===== src/rtl/lsu_pkg.sv =====
// Shared encodings, memory map and helpers for the load/store initiator.
package lsu_pkg;

  localparam logic [1:0] MEM_B = 2'b00;
  localparam logic [1:0] MEM_H = 2'b01;
  localparam logic [1:0] MEM_W = 2'b10;
  localparam int         MEM_U_BIT = 2;

  // The instruction region starts at address 0, so only its limit is needed.
  localparam logic [31:0] INSTR_LIMIT = 32'h0000_1FFF;
  localparam logic [31:0] DATA_BASE   = 32'h0000_2000;
  localparam logic [31:0] DATA_LIMIT  = 32'h0000_3FFF;
  localparam logic [31:0] OUTP_BASE   = 32'h0000_7000;
  localparam logic [31:0] OUTP_LIMIT  = 32'h0000_703F;
  localparam logic [31:0] INP_BASE    = 32'h0000_7800;
  localparam logic [31:0] INP_LIMIT   = 32'h0000_781F;

  typedef enum logic [1:0] {IDLE, ACCESS, RESP} state_e;
  typedef enum logic [2:0] {RGN_NONE, RGN_INSTR, RGN_DATA, RGN_OUTP, RGN_INP} region_e;

  function automatic region_e region_of(input logic [31:0] a);
    region_e r;
    r = RGN_NONE;
    if (a <= INSTR_LIMIT)                        r = RGN_INSTR;
    else if (a >= DATA_BASE && a <= DATA_LIMIT)  r = RGN_DATA;
    else if (a >= OUTP_BASE && a <= OUTP_LIMIT)  r = RGN_OUTP;
    else if (a >= INP_BASE && a <= INP_LIMIT)    r = RGN_INP;
    return r;
  endfunction

  function automatic logic [31:0] extend(input logic [31:0] raw, input logic [2:0] op);
    logic [31:0] r;
    case (op[1:0])
      MEM_B:   r = op[MEM_U_BIT] ? {24'h0, raw[7:0]}   : {{24{raw[7]}}, raw[7:0]};
      MEM_H:   r = op[MEM_U_BIT] ? {16'h0, raw[15:0]}  : {{16{raw[15]}}, raw[15:0]};
      default: r = raw;
    endcase
    return r;
  endfunction

endpackage


===== src/rtl/lsu_lane_align.sv =====
// Combinational byte-lane steering: store data onto lanes, load lanes back out with extension.
module lsu_lane_align
  import lsu_pkg::*;
(
  input  logic [31:0] st_wdata,
  input  logic [31:0] ld_word,
  input  logic [1:0]  lane,
  input  logic [2:0]  op,
  output logic [31:0] st_data,
  output logic [31:0] ld_result
);

  logic [31:0] st_masked;
  logic [31:0] ld_shifted;

  always_comb begin
    case (op[1:0])
      MEM_B:   st_masked = {24'h0, st_wdata[7:0]};
      MEM_H:   st_masked = {16'h0, st_wdata[15:0]};
      default: st_masked = st_wdata;
    endcase
    st_data    = st_masked << {lane, 3'b000};
    ld_shifted = ld_word >> {lane, 3'b000};
    ld_result  = extend(ld_shifted, op);
  end

endmodule


===== src/rtl/lsu_initiator.sv =====
// Load/store bus initiator. Optional macro LSU_MISALIGN_SPLIT_EN executes misaligned
// accesses as byte beats instead of faulting them.
module lsu_initiator
  import lsu_pkg::*;
#(
  parameter int ADDR_W = 32,
  parameter int DATA_W = 32
) (
  input  logic              i_clk,
  input  logic              i_rst,
  input  logic              i_req_vld,
  output logic              o_req_rdy,
  input  logic [ADDR_W-1:0] i_req_addr,
  input  logic [DATA_W-1:0] i_req_wdata,
  input  logic              i_req_wren,
  input  logic [2:0]        i_req_op,
  output logic              o_rsp_vld,
  input  logic              i_rsp_rdy,
  output logic [DATA_W-1:0] o_rsp_rdata,
  output logic              o_rsp_err,
  output logic [ADDR_W-1:0] o_lsu_addr,
  output logic [DATA_W-1:0] o_st_data,
  output logic              o_lsu_wren,
  output logic [2:0]        o_mem_op,
  input  logic [DATA_W-1:0] i_ld_data
);

  state_e            state_reg;
  logic [ADDR_W-1:0] addr_reg;
  logic [DATA_W-1:0] wdata_reg;
  logic [DATA_W-1:0] rdata_reg;
  logic              wren_reg;
  logic              err_reg;
  logic [2:0]        op_reg;

  logic [1:0]        req_size;
  logic [ADDR_W-1:0] req_last;
  region_e           rgn_first;
  region_e           rgn_last;
  logic              req_misalign;
  logic              req_access_fault;
  logic              req_fault;

  // Fault check looks at both the first and last byte so wrap-around and region crossings are caught.
  always_comb begin
    req_size     = i_req_op[1:0];
    req_last     = i_req_addr + ((req_size == MEM_W) ? ADDR_W'(3) :
                                 (req_size == MEM_H) ? ADDR_W'(1) : ADDR_W'(0));
    rgn_first    = region_of(i_req_addr);
    rgn_last     = region_of(req_last);
    req_misalign = ((req_size == MEM_H) && i_req_addr[0]) ||
                   ((req_size == MEM_W) && (i_req_addr[1:0] != 2'b00));
    req_access_fault = (req_size == 2'b11) || (rgn_first == RGN_NONE) ||
                       (rgn_last == RGN_NONE) || (rgn_first != rgn_last) ||
                       (i_req_wren && ((rgn_first == RGN_INSTR) || (rgn_first == RGN_INP)));
  end

  logic [1:0]        align_lane;
  logic [2:0]        align_op;
  logic [DATA_W-1:0] align_wdata;
  logic [DATA_W-1:0] st_aligned;
  logic [DATA_W-1:0] ld_result;
  logic [ADDR_W-1:0] bus_addr;
  logic [2:0]        bus_op;
  logic              last_beat;
  logic [DATA_W-1:0] load_result;

  lsu_lane_align u_align (
    .st_wdata  (align_wdata),
    .ld_word   (i_ld_data),
    .lane      (align_lane),
    .op        (align_op),
    .st_data   (st_aligned),
    .ld_result (ld_result)
  );

`ifdef LSU_MISALIGN_SPLIT_EN
  logic              split_reg;
  logic [1:0]        beat_reg;
  logic [DATA_W-1:0] raw_reg;
  logic [DATA_W-1:0] raw_next;
  logic [ADDR_W-1:0] beat_addr;

  assign req_fault = req_access_fault;

  // Split beats reuse the aligner as an unsigned byte access on lane (addr+k)[1:0].
  always_comb begin
    beat_addr   = addr_reg + ADDR_W'(beat_reg);
    align_lane  = split_reg ? beat_addr[1:0] : addr_reg[1:0];
    align_op    = split_reg ? {1'b1, MEM_B} : op_reg;
    align_wdata = split_reg ? (wdata_reg >> {beat_reg, 3'b000}) : wdata_reg;
    bus_addr    = split_reg ? beat_addr : addr_reg;
    bus_op      = split_reg ? 3'b000 : op_reg;
    raw_next    = raw_reg;
    raw_next[{beat_reg, 3'b000} +: 8] = ld_result[7:0];
    last_beat   = !split_reg || (beat_reg == ((op_reg[1:0] == MEM_H) ? 2'd1 : 2'd3));
    load_result = split_reg ? extend(raw_next, op_reg) : ld_result;
  end

  always_ff @(posedge i_clk) begin
    if (i_rst) begin
      split_reg <= 1'b0;
      beat_reg  <= 2'd0;
      raw_reg   <= '0;
    end else if (state_reg == IDLE && i_req_vld) begin
      split_reg <= req_misalign;
      beat_reg  <= 2'd0;
      raw_reg   <= '0;
    end else if (state_reg == ACCESS) begin
      beat_reg  <= beat_reg + 2'd1;
      raw_reg   <= raw_next;
    end
  end
`else
  assign req_fault = req_access_fault | req_misalign;

  always_comb begin
    align_lane  = addr_reg[1:0];
    align_op    = op_reg;
    align_wdata = wdata_reg;
    bus_addr    = addr_reg;
    bus_op      = op_reg;
    last_beat   = 1'b1;
    load_result = ld_result;
  end
`endif

  always_ff @(posedge i_clk) begin
    if (i_rst) begin
      state_reg <= IDLE;
      addr_reg  <= '0;
      wdata_reg <= '0;
      wren_reg  <= 1'b0;
      op_reg    <= 3'b000;
      rdata_reg <= '0;
      err_reg   <= 1'b0;
    end else begin
      case (state_reg)
        IDLE: if (i_req_vld) begin
          addr_reg  <= i_req_addr;
          wdata_reg <= i_req_wdata;
          wren_reg  <= i_req_wren;
          op_reg    <= i_req_op;
          rdata_reg <= '0;
          err_reg   <= req_fault;
          state_reg <= req_fault ? RESP : ACCESS;
        end
        ACCESS: if (last_beat) begin
          rdata_reg <= wren_reg ? '0 : load_result;
          state_reg <= RESP;
        end
        RESP: if (i_rsp_rdy) state_reg <= IDLE;
        default: state_reg <= IDLE;
      endcase
    end
  end

  logic in_access;
  assign in_access   = (state_reg == ACCESS);
  assign o_req_rdy   = (state_reg == IDLE);
  assign o_rsp_vld   = (state_reg == RESP);
  assign o_rsp_rdata = o_rsp_vld ? rdata_reg : '0;
  assign o_rsp_err   = o_rsp_vld & err_reg;
  assign o_lsu_addr  = in_access ? bus_addr : '0;
  assign o_st_data   = (in_access && wren_reg) ? st_aligned : '0;
  assign o_lsu_wren  = in_access & wren_reg;
  assign o_mem_op    = in_access ? bus_op : 3'b000;

endmodule


===== config.mk =====
export PLATFORM = sky130hd
export DESIGN_NAME = lsu_initiator
export DESIGN_NICKNAME = d
export VERILOG_FILES = /design/src/rtl/lsu_pkg.sv /design/src/rtl/lsu_lane_align.sv /design/src/rtl/lsu_initiator.sv
export SDC_FILE = /design/constraint.sdc
export NUM_CORES = 1
export LEC_CHECK = 0
export ABC_AREA = 1
export ABC_CLOCK_PERIOD_IN_PS = 3100
export CELL_PAD_IN_SITES_DETAIL_PLACEMENT = 0
export CELL_PAD_IN_SITES_GLOBAL_PLACEMENT = 1
export CORE_UTILIZATION = 32
export DETAILED_ROUTE_END_ITERATION = 6
export PLACE_DENSITY = 0.88
export RECOVER_POWER = 100
export SLEW_MARGIN = 30
export SYNTH_ARGS = -nofsm -noshare
export SYNTH_HDL_FRONTEND = slang
export SYNTH_SLANG_ARGS = --single-unit

===== constraint.sdc =====
create_clock -name i_clk -period 3.1 [get_ports i_clk]
set_input_delay 0.465 -clock i_clk [delete_from_list [all_inputs] [get_ports i_clk]]
set_output_delay 0.465 -clock i_clk [all_outputs]
set_load 0.03 [all_outputs]

# After elaboration in Yosys (flattened, before gate mapping)
# Cells that the tools add are included.
# totals
register_bits,103
output_inout_bits,103
wordCells,88
# classes
eq_ne,11
addsub,1
bitwise,3
n_mux,25
n_lt_le_gt_ge,14
n_shift,2
n_reduce_logical,25
# op_table
cell,n
2-to-1 mux 32 bit,7
case mux 32 bit (2 select lines),3
>= comparator 32 x 15 -> 1 bit (second input constant),4
less-or-equal comparator 32 x 15 -> 1 bit (second input constant),4
>= comparator 32 x 14 -> 1 bit (second input constant),2
less-or-equal comparator 32 x 13 -> 1 bit (second input constant),2
less-or-equal comparator 32 x 14 -> 1 bit (second input constant),2
adder 32 x 2 -> 32 bit,1
left shift 32 x 5 -> 32 bit,1
right shift 32 x 5 -> 32 bit,1
2-to-1 mux 3 bit,9
logical AND 1 bit,10
2-to-1 mux 2 bit,4
== test 2 x 1 -> 1 bit (second input constant),3
== test 2 bit (second input constant),3
logical NOT 3 bit,2
logical OR 1 bit,6
case mux 2 bit (3 select lines),1
AND reduction 2 bit,3
logical NOT 2 bit,2
nonzero test 2 bit,2
== test 3 x 1 -> 1 bit (second input constant),1
== test 3 bit (second input constant),1
!= test 3 bit,1
5 further kinds,6

# Longest topological paths before layout
# Gate-level depths: netlist (run 1).
# logic_depth
depth_word,18
ltp_mapped,23
ltp_nobuf,22

# Modules after synthesis
# Synthesis (run 1) repeated with hierarchy kept, for this count alone.
# unflattened
cells_unflattened,1250
area_unflattened_um2,7203.2
# by_module_without_submodules
mod,instances,area_each_um2,cells_each,seq_area_each_um2
lsu_initiator,1,5811.8,956,2062.0
lsu_lane_align,1,1391.3,294,0.0

# Worst setup path before layout (run 1)
# Ideal clock, no wire load.
# synth_timing
kind,reg2out
start,reg addr_reg[0]
end,out o_st_data[16]
setup_slack_ns,0.415
n_path_buf,4
arrival_ns,2.220
stages_incl_launch_ff,7
path_cell_list,dfxtp_1 clkbuf_1 clkbuf_1 buf_2 buf_2 nand3_1 a221oi_1
# synth_via
elab_chain_len,2
# synth_lines
item,line,rtl
"start, declared",lsu_initiator.sv:29,logic [ADDR_W-1:0] addr_reg;
"start signal, assigned",lsu_initiator.sv:140,addr_reg <= i_req_addr;
left shift 32 x 5 -> 32 bit,lsu_lane_align.sv:22,"st_data = st_masked << {lane, 3'b000};"
2-to-1 mux 32 bit,lsu_initiator.sv:165,assign o_st_data = (in_access && wren_reg) ? st_aligned : '0;
"end, declared",lsu_initiator.sv:22,"output logic [DATA_W-1:0] o_st_data,"
# Every way passes these cells.

# Final worst setup path (run 1)
# layout_timing
start,reg state_reg[0]
end,out o_lsu_addr[16]
# layout_via
elab_chain_len,2
# layout_lines
item,line,rtl
"start, declared",lsu_initiator.sv:28,state_e state_reg;
"start signal, assigned",lsu_initiator.sv:146,state_reg <= req_fault ? RESP : ACCESS;
== test 2 x 1 -> 1 bit,lsu_initiator.sv:159,assign in_access = (state_reg == ACCESS);
2-to-1 mux 32 bit,lsu_initiator.sv:164,assign o_lsu_addr = in_access ? bus_addr : '0;
"end, declared",lsu_initiator.sv:21,"output logic [ADDR_W-1:0] o_lsu_addr,"
# Every way passes these cells.

==> run summary, run 1 <==
The total nets after synthesis came out at 1,255. The post-placement cell area came out at 9340 um2. Of the total power, the share spent switching nets is 32.7%. The count of maximum capacitance violations came out at 0. The detailed-route wire length per cell is 15.6 um. STA classifies the critical path endpoint as an output port. In this run the number of H-tree levels came out at 3. The height of the die is 148 um. The shortest clock period the worst path allows after layout came out at 2.91 ns. The clock-pin slew on the worst setup and hold paths came out at approximately 0.07 ns. The number of antenna violations at the first check in global routing came out at 0.

The fraction of registers with async set or reset after synthesis came out at 0%. The post-detailed-route count of antenna-violating nets is 0. In this run, synthesis produced a sequential element count of approximately 100. The post-detailed-routing wire length came out at between 20,000 and 30,000 um. The run finished with clean final reports. The worst setup path is launched from a register. After floorplanning, the core was sized to cover 20,600 um2. The number of nets in the layout is 1,464. The share of the synthesized area in the top cell type came out at 30.3%. The initial utilization of the core area, before any placement, comes to about 33%. The number of ports placed on the die boundary came out at a little over 200. The overall track demand over capacity in global routing came out at 23.1%. The period utilization came out at 94.0%.

Yosys attributes the largest share of cell area to sky130_fd_sc_hd__dfxtp_1 (30%), sky130_fd_sc_hd__nand2_1 (14%), sky130_fd_sc_hd__nor2_1 (11%). The global routing usage on met1 came out at just over 30%. The clock passes through at most 2 buffers.

The final worst hold slack is approximately 0.45 ns. The met2 track demand over resource in global routing came out at 37.9%. The via count of the first global-routing pass came out at 7,455. The final setup violation count is 0.

sky130_fd_sc_hd__dfxtp_1 takes more of the synthesized area than any other cell. The setup slack of the worst register-to-register path is 0.72 ns. The kind of critical path is reg2out. The number of inserted diodes came out at 0. Input and output buffers added on the ports amount to 206. Synthesis produced a netlist whose cell count is 1,145. Synthesis instantiated between 40 and 50 different standard cells from the library.

The proportion of synthesized chip area in sequential cells came out at 30.3%. The final RePlAce weighted congestion came out at 0.974. STA puts the critical path data required time at 2.63 ns. The number of vias per cell came out at 4.94. The number of remaining DRC errors is 0. The total standard cell area after synthesis came out at 6810 um2. The number of buffers created by CTS is 9.

The post-synthesis area per instance came out at 5.94 um2. The cell with the most instances after synthesis is sky130_fd_sc_hd__nand2_1. The final hold violation count was 0. The final standard cell area without fillers came out at 9620 um2. The arrival time of the worst setup path came out at 2.45 ns. The number of hold-repair buffers added at the cts stage came out at 0.

The power density of the placed cells is 353 nW/um2. The met3 track utilization from global routing came out at 4.48%. The share of post-route cells with drive strength above 1 came out at 8.76%.

The worst pin sits at a relative slew slack of 16.0%. After the first detailed-routing iteration, the DRC count stood at 457. Along the worst path, the maximum fanout reaches 20.

In the synthesized netlist, the cells that appear most often are sky130_fd_sc_hd__nand2_1 (245), sky130_fd_sc_hd__nor2_1 (201), sky130_fd_sc_hd__inv_1 (129). The flip-flop cell with the highest count after synthesis is sky130_fd_sc_hd__dfxtp_1. The die covers 21,900 um2. The min-delay analysis places its worst path in the category reg2reg. The largest net degree at the start of global routing came out at 70. Setup repair after global routing left no endpoint under its margin.

The wire length of the first global-routing pass came out at 39,600 um. The TritonCTS clock tree is built. For the worst-skew pair, the clock arrives at the later sink with an insertion delay of between 0.3 and 0.4 ns.

Clock tree synthesis selected as its root buffer the cell sky130_fd_sc_hd__clkbuf_16. Static timing analysis puts the maximum clock frequency at 0.343 GHz. The horizontal die dimension is 148 um. The total via count after detailed routing came out at 8,045. The most congested layer reported by global routing is met2. The part of the total power dissipated in combinational logic came out at 22.8%. The pre-antenna-repair detailed-routing pass consisted of 5 iterations. The internal portion of the total power is 2.29 mW.

The final total power came out at 3.40 mW. The analysis attributes to cell leakage a power of 4.07 nW. The sum of net half-perimeters after detailed placement is approximately 19,000 um. The transition time of the tightest slew-check pin came out at between 1 and 1.5 ns.

The clock network fraction of design power is 35.1%. The post-route clock skew is 0.0124 ns. For this design, the sink count on the clock tree is 103. The number of flops mapped to enable cells by yosys came out at 0.

The cell row count came out at between 50 and 60. The sum of overflow across all layers after global routing came out at 0. During synthesis, Yosys emitted a total of 0 warnings. The highest ir drop seen on vdd came out at 0.244 mV. Compared with the post-synthesis result, the final layout area differs by 41.4%. The switching power came out at 1.11 mW. The max-slew violation total from the final report was 0.

The proportion of power drawn by flip-flops and latches came out at a little over two fifths.
==> layout make-up <==
cell class,instances,area [um2]
clock inverter,7,83.8
timing repair buffer,263,2400
tap,270,338
multi-input combinational,834,3970
inverter,143,537
fill,2228,10900
sequential,103,2060
clock buffer,9,225
==> what timing repair did <==
item,CTS,global route
setup endpoints to repair,0,3
buffers inserted,0,1
resized for setup,0,8
==> stage by stage <==
stage	setup TNS, ns	setup slack, ns	util [%]	std cells
finish	0	0.186	46.8	1629
global route	0	0.000921	46.8	1629
CTS	0	0.173	46.9	1628
detailed placement	-0.551	-0.213	45.4	1612
global placement	-0.356	-0.152	45.4	1612
floorplan	0	0.415	-	1145
==> worst max-delay path, stage by stage (launching register included) <==
cell and delay (ns):
sky130_fd_sc_hd__dfxtp_1 0.37, sky130_fd_sc_hd__inv_1 0.05, sky130_fd_sc_hd__nor2_1 0.22, sky130_fd_sc_hd__inv_2 0.27
sky130_fd_sc_hd__buf_4 0.28, sky130_fd_sc_hd__nor2_1 0.13, sky130_fd_sc_hd__dlygate4sd3_1 0.76
==> power groups by stage <==
stage / registers (mW) / clock network (mW) / logic [mW]
global route: 1.44 / 1.28 / 0.862
floorplan: 1.45 / 0 / 0.424
global placement: 1.46 / 0 / 0.767
finish: 1.43 / 1.19 / 0.773
CTS: 1.43 / 1.24 / 0.772
detailed placement: 1.46 / 0 / 0.769
==> path summary, 6_finish.rpt <==
path,endpoint,cells past startpoint,from
max,o_lsu_addr[16],6,state_reg[0]
min,addr_reg[26],2,addr_reg[26]
max reg2reg,rdata_reg[10],7,state_reg[0]
min reg2reg,addr_reg[26],2,addr_reg[26]
==> cells by family (layout without fill, tap and decap cells) <==
family          after synthesis  count (layout)  synth area share [%]
fa+ha+maj                     6               6                  1.10
compound gates              243             243                  19.1
mux                           7               7                  1.03
simple gates                569             569                  35.5
buf+inv                     208             422                  11.8
flops                       103             103                  30.3
xor+xnor                      9               9                  1.16
==> metal layers <==
metal  share of wire (%)  vias to the layer above  wire (um)
li1                    -                     4074          -
met3                 6.7                       21       1710
met5                   0                        -          0
met1                  46                     3655      11700
met4                 1.4                        0        348
met2                  46                      295      11700
==> cell usage in the layout, fill, tap and decap left out, types with 4 or more instances in the layout <==
master,instances
sky130_fd_sc_hd__o21ai_0,108
sky130_fd_sc_hd__clkbuf_16,9
sky130_fd_sc_hd__nor2_1,197
sky130_fd_sc_hd__a21oi_1,107
sky130_fd_sc_hd__nand4_1,13
sky130_fd_sc_hd__nand2_2,9
sky130_fd_sc_hd__clkbuf_1,15
sky130_fd_sc_hd__dlygate4sd3_1,87
sky130_fd_sc_hd__clkinv_1,6
sky130_fd_sc_hd__mux2i_1,7
sky130_fd_sc_hd__nand3_1,64
sky130_fd_sc_hd__nand3b_1,5
sky130_fd_sc_hd__nor2_2,11
sky130_fd_sc_hd__o32ai_1,8
sky130_fd_sc_hd__a221oi_1,7
sky130_fd_sc_hd__ha_1,6
sky130_fd_sc_hd__inv_1,129
sky130_fd_sc_hd__nand2_1,242
sky130_fd_sc_hd__inv_2,8
sky130_fd_sc_hd__clkdlybuf4s50_1,102
sky130_fd_sc_hd__xor2_1,6
sky130_fd_sc_hd__dfxtp_1,103
sky130_fd_sc_hd__nor3_1,8
sky130_fd_sc_hd__nor2_4,4
sky130_fd_sc_hd__nand3_2,4
sky130_fd_sc_hd__buf_4,55
Note: power is estimated with default switching activity, not from simulation.
==> run 2: changes to the inputs <==
--- a/config.mk
+++ b/config.mk
@@ -7,12 +7,12 @@
 export LEC_CHECK = 0
 export ABC_AREA = 1
 export ABC_CLOCK_PERIOD_IN_PS = 3100
-export CELL_PAD_IN_SITES_DETAIL_PLACEMENT = 0
-export CELL_PAD_IN_SITES_GLOBAL_PLACEMENT = 1
-export CORE_UTILIZATION = 32
+export CORE_UTILIZATION = 45
+export CTS_CLUSTER_DIAMETER = 40
 export DETAILED_ROUTE_END_ITERATION = 6
-export PLACE_DENSITY = 0.88
+export PLACE_DENSITY = 0.84
 export RECOVER_POWER = 100
+export SKIP_LAST_GASP = 1
 export SLEW_MARGIN = 30
 export SYNTH_ARGS = -nofsm -noshare
 export SYNTH_HDL_FRONTEND = slang
==> run 2 against run 1 <==
Net effect:
- the flow now finishes with violations (design-rule violations)
- wire length shrank 8.1%
- die area down 29%
- largest power group unchanged
- flip-flop and latch count unchanged
- worst setup slack got worse by 0.086 ns
==> run summary, run 2 (synthesized netlist as in run 1, its figures left out) <==
The run finished, with violations left. The final reports fail on design-rule violations. The reported leakage power was 3.93 nW (-3.3%). The final standard cell area without fillers is 9330 um2 (-3.0%). The height of the die came to 125 um (-15%). The maximum fanout along the worst path was 9 (-55%). The transition time of the tightest slew-check pin is 1.22 ns (-0.0382 ns). The number of levels the H-tree was split into came to 3 (unchanged). The endpoint identified for the worst register-to-register timing path is rdata_reg[24]. The worst reg-to-reg path cell count is 9 (+2). In this run the worst setup path begins at addr_reg[0].

The total via count after detailed routing is 8,159 (+1.4%). The power density of the placed cells is 364 nW/um2 (+3.0%). The sum of overflow across all layers after global routing came out at 0 (unchanged). The post-route clock skew was 0.0112 ns (-0.00116 ns). The count of maximum capacitance violations came to 0 (unchanged).

The post-detailed-route count of antenna-violating nets is 0 (unchanged). The number of antenna violations at the first check in global routing is 0 (unchanged). The sum of net half-perimeters after detailed placement is 17,400 um (-9.9%). The post-detailed-routing wire length came to 23,400 um (-8.1%). The depth of the worst hold-timing path is 2 (unchanged).

The buffers plus inverters on the worst setup path came out at 1 (-3). The final worst hold slack is 0.456 ns (+0.00197 ns). The largest net degree at the start of global routing came out at 75 (+7.1%). The tightest min-delay check is of the reg2reg type. The worst setup path is captured at an output port. The tree is rooted in a sky130_fd_sc_hd__clkbuf_16. The cell row count came out at 44 (-15%). The number of ports placed on the die boundary came out at 207 (unchanged). The start of the worst register-to-register path is addr_reg[1]. The wire length of the first global-routing pass came out at 37,100 um (-6.2%). The number of cells on the critical path came to 4 (-2).

The worst-skew pair later-pin latency came out at 0.36 ns (about the same). The number of buffers created by CTS is 9 (unchanged). The initial cell density of the core is 46.5% (+13 points). The setup slack at placement is -0.209 ns (+0.00381 ns). The maximum cell stage delay along the critical path is 0.74 ns (-0.02 ns).

The family with the most delay on the worst path is buffers and inverters. The largest individual stage delay along the critical path comes from the cell sky130_fd_sc_hd__clkdlybuf4s50_1. The final hold violation count came out at 0 (unchanged). The arrival time of the worst setup path came out at 2.53 ns (+0.08 ns). The setup slack of the worst register-to-register path came out at 0.23 ns (-0.49 ns). The number of vias per cell came out at 5.37 (+8.7%).

The leading cell type in the layout, fill and taps excluded is sky130_fd_sc_hd__nand2_1. The worst hold path terminates at addr_reg[20]. The number of remaining DRC errors is 37 (+37). The required time at the endpoint of the critical path is 2.63 ns (about the same). The utilization of the core after routing was 63.7% (+17 points). The fmax is 0.333 GHz (-2.9%). The post-CTS repair timing setup buffer count is 0 (unchanged). The kind of critical path is reg2out. The post-layout instance count excluding filler cells came out at 1,520 (-6.7%). The overall track demand over capacity in global routing came out at 29.6% (+6.4 points). The core area is 14,600 um2 (-29%). The number of iterations in the first detailed-routing pass is 7 (+2).

The detailed-route wire length per cell came out at 15.4 um (-1.5%). The clock tree buffer depth is 2 (unchanged). The post-placement cell area was 9060 um2 (-3.0%). The final setup violation count came out at 0 (unchanged).

The share of post-route cells with drive strength above 1 was 7.26% (-1.5 points). The worst slew margin relative to its limit came out at 18.5% (+2.5 points). The max-slew violation total from the final report is 0 (unchanged). The TritonCTS clock tree is built. The highest ir drop seen on vdd was 0.281 mV (+15%). The area added between synthesis and finish is 37.1%. The via count of the first global-routing pass came out at 7,458 (+0.040%). The top cell types in the final layout, fill and taps aside, are sky130_fd_sc_hd__nand2_1 (242), sky130_fd_sc_hd__nor2_1 (199), sky130_fd_sc_hd__inv_1 (130). The shortest clock period the worst path allows after layout is 3.00 ns (+0.0857 ns).

The horizontal die dimension is 125 um (-15%). The TritonCTS sink count is 103 (unchanged). The clock-pin slew on the worst setup and hold paths is 0.08 ns (about the same).

The number of I/O port buffers came out at 206 (unchanged). Setup repair after global routing could not meet its margin everywhere. The final worst-path setup slack is 0.101 ns (-0.0857 ns). The final RePlAce weighted congestion is 0.951 (-2.3%). The cell count after placement is 1,504 (-6.7%).

The number of nets in the layout is 1,441 (-1.6%). Walking the worst path, the cells encountered are nor2_1, a21oi_1, a221oi_1, clkdlybuf4s50_1. The die area is 15,600 um2 (-29%). The first-iteration detailed-routing DRC count was 826 (+81%).

The number of inserted diodes came out at 0 (unchanged). The period utilization came out at 96.8% (+2.8 points). The worst hold path begins at addr_reg[20]. The nature of the critical path startpoint is a register.
## run 2: changes by cell type in the layout (fill, tap and decap cells not counted), sizes merged, moves of 2 or more
cell	before	now
clkinv	9	7
dlygate4sd3	87	77
clkbuf	26	29
buf	57	33
clkdlybuf4s50	102	110
## run 2: metal layers
| metal | wire, um | global-route usage (%) | up-vias |
|---|---|---|---|
| met2 | 10900 | 49.6 | 412 |
| met5 | 0 | 0 | - |
| met4 | 534 | 9.40 | 0 |
| li1 | - | - | 4045 |
| met3 | 2020 | 5.95 | 48 |
| met1 | 9930 | 38.0 | 3654 |
## run 2: worst max-delay path by stage
stage,endpoint,slack [ns]
global route,err_reg,-0.01
floorplan,o_st_data[16],0.42
detailed placement,err_reg,-0.21
global placement,err_reg,-0.11
finish,o_st_data[18],0.10
CTS,o_st_data[16],0.11
## run 2: timing repair
action | in CTS | in global routing
endpoints found under the setup margin | 2 | 4
gates resized for setup | 1 | 5
pin swaps | 0 | 0
hold buffers | 0 | 0
## run 2: layout make-up
class / instances / area, um2
clock buffer: 9 / 225
clock inverter: 7 / 86.3
fill: 1375 / 5310
inverter: 143 / 537
multi-input combinational: 834 / 3970
sequential: 103 / 2060
tap: 184 / 230
timing repair buffer: 240 / 2220
## run 2: where the power goes
part,internal [mW],total (mW),switching (mW)
clock,0.646,1.21,0.569
combinational,0.293,0.739,0.446
sequential,1.40,1.44,0.0433
## run 2: tightest hold or removal path, cell delays in order, from the launching register on
cell and delay [ns]:
sky130_fd_sc_hd__dfxtp_1 0.30, sky130_fd_sc_hd__inv_1 0.06, sky130_fd_sc_hd__a21oi_1 0.05
## run 2: metrics by stage
| stage | TNS (ns) | power (mW) |
|---|---|---|
| floorplan | 0 | 1.88 |
| global placement | -0.223 | 2.19 |
| detailed placement | -0.510 | 2.20 |
| CTS | 0 | 3.40 |
| global route | -0.0135 | 3.55 |
| finish | 0 | 3.39 |
==> run 3: changes to the inputs <==
--- a/config.mk
+++ b/config.mk
@@ -13,7 +13,7 @@
 export PLACE_DENSITY = 0.84
 export RECOVER_POWER = 100
 export SKIP_LAST_GASP = 1
-export SLEW_MARGIN = 30
+export SLEW_MARGIN = 20
 export SYNTH_ARGS = -nofsm -noshare
 export SYNTH_HDL_FRONTEND = slang
 export SYNTH_SLANG_ARGS = --single-unit
==> results of run 3 <==
Same layout as run 2: the final DEF is identical, and so are final timing and power.
